File: config.mk
export PLATFORM = sky130hd
export DESIGN_NAME = vid_timing_gen
export DESIGN_NICKNAME = d
export VERILOG_FILES = /design/src/rtl/vid_timing_pkg.sv /design/src/rtl/vid_span_cnt.sv /design/src/rtl/vid_timing_gen.sv
export SDC_FILE = /design/constraint.sdc
export NUM_CORES = 1
export LEC_CHECK = 0
export CAP_MARGIN = 30
export CORE_ASPECT_RATIO = 0.5
export CORE_MARGIN = 2
export CORE_UTILIZATION = 40
export CTS_CLUSTER_SIZE = 10
export DETAILED_ROUTE_END_ITERATION = 10
export PLACE_DENSITY = 0.73
export SETUP_SLACK_MARGIN = 0.1
export SKIP_CTS_REPAIR_TIMING = 1
export SYNTH_ARGS = -nofsm -noshare
export SYNTH_HDL_FRONTEND = slang
export SYNTH_SLANG_ARGS = --single-unit
File: constraint.sdc
create_clock -name pix_clk -period 4 [get_ports pix_clk]
set_clock_uncertainty 0.2 [all_clocks]
set_input_delay 0.4 -clock pix_clk [delete_from_list [all_inputs] [get_ports pix_clk]]
set_output_delay 0.4 -clock pix_clk [all_outputs]
set_load 0.02 [all_outputs]
File: src/rtl/vid_timing_pkg.sv
// Shared video timing definitions: standard raster constants, generator state
// encoding and total-span helpers.
package vid_timing_pkg;

    typedef enum logic [1:0] {
        IDLE,
        RUN,
        STOP
    } vt_state_t;

    // 1280x720p60
    localparam int P720_H_ACTIVE      = 1280;
    localparam int P720_H_SYNC        = 40;
    localparam int P720_H_BACK_PORCH  = 220;
    localparam int P720_H_FRONT_PORCH = 110;
    localparam int P720_V_ACTIVE      = 720;
    localparam int P720_V_SYNC        = 5;
    localparam int P720_V_BACK_PORCH  = 20;
    localparam int P720_V_FRONT_PORCH = 5;

    // 1920x1080p60
    localparam int P1080_H_ACTIVE      = 1920;
    localparam int P1080_H_SYNC        = 44;
    localparam int P1080_H_BACK_PORCH  = 148;
    localparam int P1080_H_FRONT_PORCH = 88;
    localparam int P1080_V_ACTIVE      = 1080;
    localparam int P1080_V_SYNC        = 5;
    localparam int P1080_V_BACK_PORCH  = 36;
    localparam int P1080_V_FRONT_PORCH = 4;

    function automatic int h_total(input int sync, input int bp, input int act, input int fp);
        return sync + bp + act + fp;
    endfunction

    function automatic int v_total(input int sync, input int bp, input int act, input int fp);
        return sync + bp + act + fp;
    endfunction

endpackage

File: src/rtl/vid_span_cnt.sv
// Wrap-around span counter: counts 0..TOTAL-1 while inc is high, flags the
// terminal count, and is forced to zero by clr.
module vid_span_cnt #(
    parameter int CNT_W = 12,
    parameter int TOTAL = 14
) (
    input  logic             clk,
    input  logic             rst,
    input  logic             clr,
    input  logic             inc,
    output logic [CNT_W-1:0] cnt,
    output logic             tc
);

    localparam logic [CNT_W-1:0] LAST = CNT_W'(TOTAL - 1);

    assign tc = (cnt == LAST);

    always_ff @(posedge clk or posedge rst) begin
        if (rst) begin
            cnt <= '0;
        end else if (clr) begin
            cnt <= '0;
        end else if (inc) begin
            cnt <= tc ? '0 : cnt + CNT_W'(1);
        end
    end

endmodule

File: src/rtl/vid_timing_gen.sv
// Free-running raster timing generator producing hsync/vsync/de/sof with
// frame-aligned start and graceful stop.
module vid_timing_gen
    import vid_timing_pkg::*;
#(
    parameter int H_ACTIVE      = 1280,
    parameter int H_SYNC        = 40,
    parameter int H_BACK_PORCH  = 220,
    parameter int H_FRONT_PORCH = 110,
    parameter int V_ACTIVE      = 720,
    parameter int V_SYNC        = 5,
    parameter int V_BACK_PORCH  = 20,
    parameter int V_FRONT_PORCH = 5,
    parameter bit HS_POL        = 1'b1,
    parameter bit VS_POL        = 1'b1,
    parameter int CNT_W         = 12
) (
    input  logic             pix_clk,
    input  logic             pix_rst,
    input  logic             en_i,
    output logic             hsync_o,
    output logic             vsync_o,
    output logic             de_o,
    output logic             sof_o,
    output logic [CNT_W-1:0] h_cnt_o,
    output logic [CNT_W-1:0] v_cnt_o,
    output logic             busy_o
);

    localparam int H_TOTAL = h_total(H_SYNC, H_BACK_PORCH, H_ACTIVE, H_FRONT_PORCH);
    localparam int V_TOTAL = v_total(V_SYNC, V_BACK_PORCH, V_ACTIVE, V_FRONT_PORCH);

    if (longint'(H_TOTAL) > (longint'(1) << CNT_W)) begin : g_h_total_chk
        $error("vid_timing_gen: H_TOTAL does not fit in CNT_W bits");
    end
    if (longint'(V_TOTAL) > (longint'(1) << CNT_W)) begin : g_v_total_chk
        $error("vid_timing_gen: V_TOTAL does not fit in CNT_W bits");
    end

    localparam logic [CNT_W-1:0] H_SYNC_C   = CNT_W'(H_SYNC);
    localparam logic [CNT_W-1:0] H_DE_START = CNT_W'(H_SYNC + H_BACK_PORCH);
    localparam logic [CNT_W-1:0] H_ACT_C    = CNT_W'(H_ACTIVE);
    localparam logic [CNT_W-1:0] V_SYNC_C   = CNT_W'(V_SYNC);
    localparam logic [CNT_W-1:0] V_DE_START = CNT_W'(V_SYNC + V_BACK_PORCH);
    localparam logic [CNT_W-1:0] V_ACT_C    = CNT_W'(V_ACTIVE);

    vt_state_t        state, state_nxt;
    logic             en_q;
    logic [CNT_W-1:0] h_cnt, v_cnt;
    logic             h_tc, v_tc;
    logic             running;
    logic             frame_end;
    logic [CNT_W-1:0] h_rel, v_rel;
    logic             hs_act, vs_act, de_act, sof_act;

    assign running   = (state != IDLE);
    assign frame_end = h_tc && v_tc;

    always_ff @(posedge pix_clk or posedge pix_rst) begin
        if (pix_rst) begin
            en_q  <= 1'b0;
            state <= IDLE;
        end else begin
            en_q  <= en_i;
            state <= state_nxt;
        end
    end

    // A stop request only takes effect at the last pixel of the frame.
    always_comb begin
        state_nxt = state;
        case (state)
            IDLE: if (en_q) state_nxt = RUN;
            RUN: begin
                if (!en_q) state_nxt = frame_end ? IDLE : STOP;
            end
            STOP: begin
                if (en_q)           state_nxt = RUN;
                else if (frame_end) state_nxt = IDLE;
            end
            default: state_nxt = IDLE;
        endcase
    end

    vid_span_cnt #(
        .CNT_W (CNT_W),
        .TOTAL (H_TOTAL)
    ) u_h_cnt (
        .clk (pix_clk),
        .rst (pix_rst),
        .clr (!running),
        .inc (running),
        .cnt (h_cnt),
        .tc  (h_tc)
    );

    vid_span_cnt #(
        .CNT_W (CNT_W),
        .TOTAL (V_TOTAL)
    ) u_v_cnt (
        .clk (pix_clk),
        .rst (pix_rst),
        .clr (!running),
        .inc (running && h_tc),
        .cnt (v_cnt),
        .tc  (v_tc)
    );

    // Offset-and-compare keeps the active window check valid even when the
    // window ends exactly at 2^CNT_W.
    always_comb begin
        h_rel   = h_cnt - H_DE_START;
        v_rel   = v_cnt - V_DE_START;
        hs_act  = running && (h_cnt < H_SYNC_C);
        vs_act  = running && (v_cnt < V_SYNC_C);
        de_act  = running && (h_rel < H_ACT_C) && (v_rel < V_ACT_C);
        sof_act = running && (h_cnt == '0) && (v_cnt == '0);
    end

    always_ff @(posedge pix_clk or posedge pix_rst) begin
        if (pix_rst) begin
            hsync_o <= ~HS_POL;
            vsync_o <= ~VS_POL;
            de_o    <= 1'b0;
            sof_o   <= 1'b0;
            h_cnt_o <= '0;
            v_cnt_o <= '0;
            busy_o  <= 1'b0;
        end else begin
            hsync_o <= hs_act ? HS_POL : ~HS_POL;
            vsync_o <= vs_act ? VS_POL : ~VS_POL;
            de_o    <= de_act;
            sof_o   <= sof_act;
            h_cnt_o <= h_cnt;
            v_cnt_o <= v_cnt;
            busy_o  <= running;
        end
    end

endmodule

==> results of run 1 <==
## cell type report
type                    count  area (um^2)  area share
multi-input cells         144          927       0.316
repair buffers             32          330       0.112
inverters                  10         37.5      0.0128
clock inverters             2         16.3     0.00554
clock buffers               6          129      0.0439
flip-flops and latches     56         1400       0.477
well taps                  77         96.3      0.0328
## power by group
group / leakage [nW] / internal, W / switching [W]
clock network: 0.0671 / 0.000234 / 0.000199
registers: 0.759 / 0.000599 / 0.0000256
logic: 0.467 / 0.0000606 / 0.0000845
total: 1.29 / 0.000893 / 0.000309
## worst min path at each step
stage                               from           to  slack (ps)
after global placement              en_q     state[1]         240
final                            pix_rst   h_cnt_o[9]         210
after CTS                        pix_rst  h_cnt_o[11]         220
after global routing             pix_rst   h_cnt_o[9]         250
after detailed placement            en_q     state[1]         240
after floorplan           u_v_cnt.cnt[3]   v_cnt_o[3]         150
## metal layers
layer | track usage | wire length [um] | vias up
met4 | 0.0732 | 63 | 0
li1 | - | - | 827
met5 | 0 | 0 | -
met2 | 0.259 | 2330 | 38
met1 | 0.197 | 2100 | 860
met3 | 0.0358 | 202 | 5
## cell usage after synthesis, drive strengths merged (3+ instances only)
cell type and number:
and3 3, nor2b 5, dfrtp 56, nand3 9, a21oi 3, buf 8, ha 6, nor4 4
nand4 4, nand2b 4, inv 10, nor3 7, o31ai 4, xnor2 4, nand2 15, nor2 23
o21ai 17, xor2 8, clkbuf 4
## metrics by stage
stage	instances	setup WS, ps	total power, W	util
after floorplan	222	1960	0.000716	-
after global placement	318	1760	0.000773	0.464
after detailed placement	319	1720	0.000780	0.467
after CTS	327	1690	0.00121	0.491
after global routing	327	1460	0.00125	0.491
final	327	1710	0.00120	0.491
## flip-flops by register name, indices dropped and copies added, names as in the netlist
name / cells
hsync_o: 1
u_h_cnt.cnt: 12
v_cnt_o: 12
de_o: 1
vsync_o: 1
busy_o: 1
h_cnt_o: 12
en_q: 1
sof_o: 1
u_v_cnt.cnt: 12
state: 2
## cell families (layout without fill, tap and decap cells)
| family | Yosys count | count (layout) | synth area share |
|---|---|---|---|
| and+or+nand+nor | 86 | 86 | 0.193 |
| xor gates and xnor gates | 12 | 12 | 0.0430 |
| adders and majority gates | 6 | 6 | 0.0307 |
| buffers and inverters | 22 | 50 | 0.0476 |
| AOI/OAI and AO/OA | 40 | 40 | 0.112 |
| DFF | 56 | 56 | 0.573 |
## critical path, stage by stage, from the launching register on
cell and delay, ps:
dfrtp_1 490, inv_1 80, ha_1 250, nor2b_1 210, or4b_1 510, o21ai_1 130, nand2b_1 80, a221oi_2 240
==> results.cfg, run 1 <==
[yosys]
yosysWarnings = 0
synth_edf_count = 0
synthFlopType = dfrtp_1
yosysTopAreaCell = dfrtp_1
syn-mean-instance-area_um2 = 11.0
synth_top_cells_by_area = dfrtp_1, nor2_1, ha_1
syn-num-nets = 231
synthCells = 222
seq_area_frac_synth = 0.573
ys_ff_latch = 56
netlist_area_mm2 = 0.00244
ys_async_sr_fraction = 1.00
synth_top_area_frac = 0.573
yosysUniqueCellTypes = 47

[route]
drtIter0Drc = 54
post_drt_wl_per_cell_um = 14.3
drc_errors = 0
wl_um = 4690
dr_total_vias = 1730
vias_per_cell = 5.29
drtAntennaViolNets = 0
dr.pass1.iters = 4

[setup_path]
worstSetupPathType = flop to flop
r2r_end = de_o
crit_end = de_o
reg2regPathDepth = 7
worstPathRequired_ps = 4000
cp.arrival_ps = 2290
crit_fanout = 9
rrSetupSlack_ps = 1710
reg2reg_from = u_v_cnt.cnt[0]
startpoint_type = flop
crit_path_end_kind = flop
crit_start = u_v_cnt.cnt[0]

[global_route]
antenna_found_initial = 0
grt_overflow = 0
grt_pass1_vias = 1709
grt.total_usage = 0.156
grt_max_degree = 40
grt_pass1_wl_um = 8070

[layout]
n_antenna_cell = 0
most-common-layout-cells = dfrtp_1, clkdlybuf4s50_1, nor2_1, nand2_1, o21ai_0
drive_above_1_share = 0.0640
area_growth_pct = 20.2
design_area_mm2 = 0.00294
final_common_cell = dfrtp_1
fillers = 533
nNetsFinal = 258

[clocking]
cts_buffer_depth = 2
cts_root_buf = clkbuf_16
cts_tree = built
cts_sinks = 56
cts_buffers = 5
clkSlewWorstSetupHoldPaths_ps = 70
cts_max_level = 2
clkLatencyLatePin_ps = 300

[die]
start_util = 0.409
core-area_mm2 = 0.00598
dieWidth_um = 115
die_area_mm2 = 0.00679
die_h_um = 59.3
rows = 20
io_pins = 32

[timing]
timing.hold.ws_ps = 208
rsz0062_at_grt = no
drv_slew = 0
tns_ps = 0
worst_slew_pin_slew_ps = 615
setup_viol = 0
finalCritPeriodShare = 0.572
max_freq_mhz = 437
min_period_ps = 2290
maxSlewHeadroom = 0.583
hold_viol = 0

[placement]
dp_hpwl_um = 3240
placed_cell_area_mm2 = 0.00279
io_buffers = 31
globalplace.congestion = 0.891

[power]
p_per_area_mw_per_mm2 = 409
p_leak_nw = 1.29
ir_worst_vdd_mv = 0.206

[run]
drv_cap = 0

[worst_hold_path]
hold_class = input port to asynchronous set/reset pin

[run_status]
status = complete, no violations
(Power assumes the default switching activity.)
==> run 2, diff against run 1 <==
==> constraint.sdc (replaced) <==
create_clock -name pix_clk -period 2.4 [get_ports pix_clk]
set_clock_uncertainty 0.2 [all_clocks]
set_input_delay 0.24 -clock pix_clk [delete_from_list [all_inputs] [get_ports pix_clk]]
set_output_delay 0.24 -clock pix_clk [all_outputs]
set_load 0.02 [all_outputs]
==> run 2 against run 1 <==
Net effect: cell area increased by 3.4%; register-to-register slack got worse by 1500 ps; fmax rose by 3.9%; worst setup slack worse by 1500 ps; routed wire length increased by 7.7%; non-clock buffer count increased by 12; power rose by 66%; largest cell class unchanged; largest power group unchanged.
==> results.cfg, run 2 (synthesized netlist as in run 1, its figures left out) <==
[setup_path]
cp_cell_sequence = inv_1, ha_1, nor2b_1, or4b_1, o21ai_1, nand2b_1, a221oi_2
crit_start = u_v_cnt.cnt[0]
startpoint_type = flop
cpMaxStageDelayCell = or4b_1
slowest_delay_ps = 520
worstPathRequired_ps = 2390
reg2regPathDepth = 7
cp.arrival_ps = 2190
reg2reg_from = u_v_cnt.cnt[0]
crit_path_end_kind = flop
crit_fanout = 9
worstSetupPathType = flop to flop

[worst_hold_path]
hold_class = input port to asynchronous set/reset pin

[timing]
drv_slew = 0
worst_slew_pin_slew_ps = 451
rsz0062_at_grt = no
hold_viol = 0
min_period_ps = 2200
tns_ps = 0
maxSlewHeadroom = 0.697
finalCritPeriodShare = 0.917
max_freq_mhz = 455
setup_viol = 0

[route]
post_drt_wl_per_cell_um = 14.9
drc_errors = 0
dr_total_vias = 1793
vias_per_cell = 5.29
drtIter0Drc = 104
dr.pass1.iters = 4
wl_um = 5050
drtAntennaViolNets = 0

[layout]
area_growth_pct = 24.3
n_antenna_cell = 0
fillers = 536
drive_above_1_share = 0.122
most-common-layout-cells = dfrtp_1, clkdlybuf4s50_1, nor2_1, nand2_1
nNetsFinal = 270
utilization = 0.508
final_common_cell = dfrtp_1
multi_input_area_um2 = 936
seq_area_mm2 = 0.00140
fin_cells = 339

[global_route]
use_met3 = 0.0276
antenna_found_initial = 0
grt.total_usage = 0.161
grt_pass1_wl_um = 8590
grt-busiest-layer = met2
use_met1 = 0.229
grt_max_degree = 57
grt_overflow = 0
grt_pass1_vias = 1714
use_met2 = 0.262

[placement]
placed_cells = 329
io_buffers = 31
globalplace.congestion = 0.905
dp_hpwl_um = 3430

[clocking]
cts_root_buf = clkbuf_16
clkSlewWorstSetupHoldPaths_ps = 70
cts_buffer_depth = 2
cts_max_level = 2
cts_buffers = 5
cts_tree = built
cts_sinks = 56
clkLatencyLatePin_ps = 280

[power]
p_int_w = 0.00149
p_clk_frac = 0.354
p_per_area_mw_per_mm2 = 655
p_leak_nw = 1.36
ir_worst_vdd_mv = 0.318
pwr-share-comb = 0.124
seqPwrFrac = 0.522
p_sw_w = 0.000499
p_sw_frac = 0.251

[run_status]
status = complete, no violations

[die]
dieWidth_um = 115
io_pins = 32
die_area_mm2 = 0.00679
core-area_mm2 = 0.00598
die_h_um = 59.3
rows = 20
start_util = 0.409

[run]
drv_cap = 0
==> run 2: changes by cell type in the layout (fill, tap and decap cells not counted) <==
cell | previous run | this run
buf_4 | 0 | 12
dfrtp_1 | 56 | 54
dfrtp_2 | 0 | 2
nor4b_1 | 1 | 0
nor4b_2 | 1 | 2
or2_1 | 1 | 0
or2_4 | 0 | 1
==> run 2: stage by stage <==
step | hold WS [ps] | total power [W] | setup WS (ps) | area (um^2)
after CTS | 138 | 0.00201 | 143 | 3010
final | 117 | 0.00199 | 200 | 3040
after detailed placement | 230 | 0.00131 | 188 | 2870
after global routing | 146 | 0.00208 | 49.4 | 3040
after global placement | 223 | 0.00130 | 291 | 2870
after floorplan | 71.4 | 0.00119 | 360 | 2440
==> run 2: area by class of cell <==
cell class	instances	share of cell area
tap	77	0.0317
clock inverter	2	0.00535
timing repair buffer	44	0.138
clock buffer	6	0.0424
sequential	56	0.462
multi-input combinational	144	0.308
inverter	10	0.0124
==> run 2: path summary, 6_finish.rpt <==
kind	endpoint	slack, ps
worst min-delay path	v_cnt_o[11]	120
max in group asynchronous	u_v_cnt.cnt[0]	1630
worst max-delay path	de_o	200
worst min register to register	state[1]	250
min in group pix_clk	en_q	210
worst max register to register	de_o	200
==> run 2: routing by layer <==
layer  share of wire  vias up
li1                -      852
met1            0.45      890
met2            0.50       47
met3           0.043        4
met4          0.0097        0
met5               0        -
==> run 2: power by group through the flow <==
stage / Combinational [W] / Clock [W] / Sequential [W]
finish: 0.000247 / 0.000704 / 0.00104
global placement: 0.000248 / 0 / 0.00106
detailed placement: 0.000248 / 0 / 0.00106
floorplan: 0.000102 / 0 / 0.00109
global route: 0.000276 / 0.000758 / 0.00105
CTS: 0.000250 / 0.000715 / 0.00104
==> run 2: critical path, delay by kind of cell, from the launching register on <==
family / cells / cell delay [ps]
AO/OA/AOI/OAI: 2 / 380
buffers and inverters: 1 / 60
flip-flops: 1 / 440
AND/OR/NAND/NOR: 3 / 790
adder cells (fa/ha/maj): 1 / 240
==> run 3, diff against run 2 <==
--- a/config.mk
+++ b/config.mk
@@ -5,6 +5,7 @@
 export SDC_FILE = /design/constraint.sdc
 export NUM_CORES = 1
 export LEC_CHECK = 0
+export ABC_CLOCK_PERIOD_IN_PS = 2400
 export CAP_MARGIN = 30
 export CORE_ASPECT_RATIO = 0.5
 export CORE_MARGIN = 2
==> results of run 3 <==
No change in the layout: final DEF, timing and power equal those of run 2.
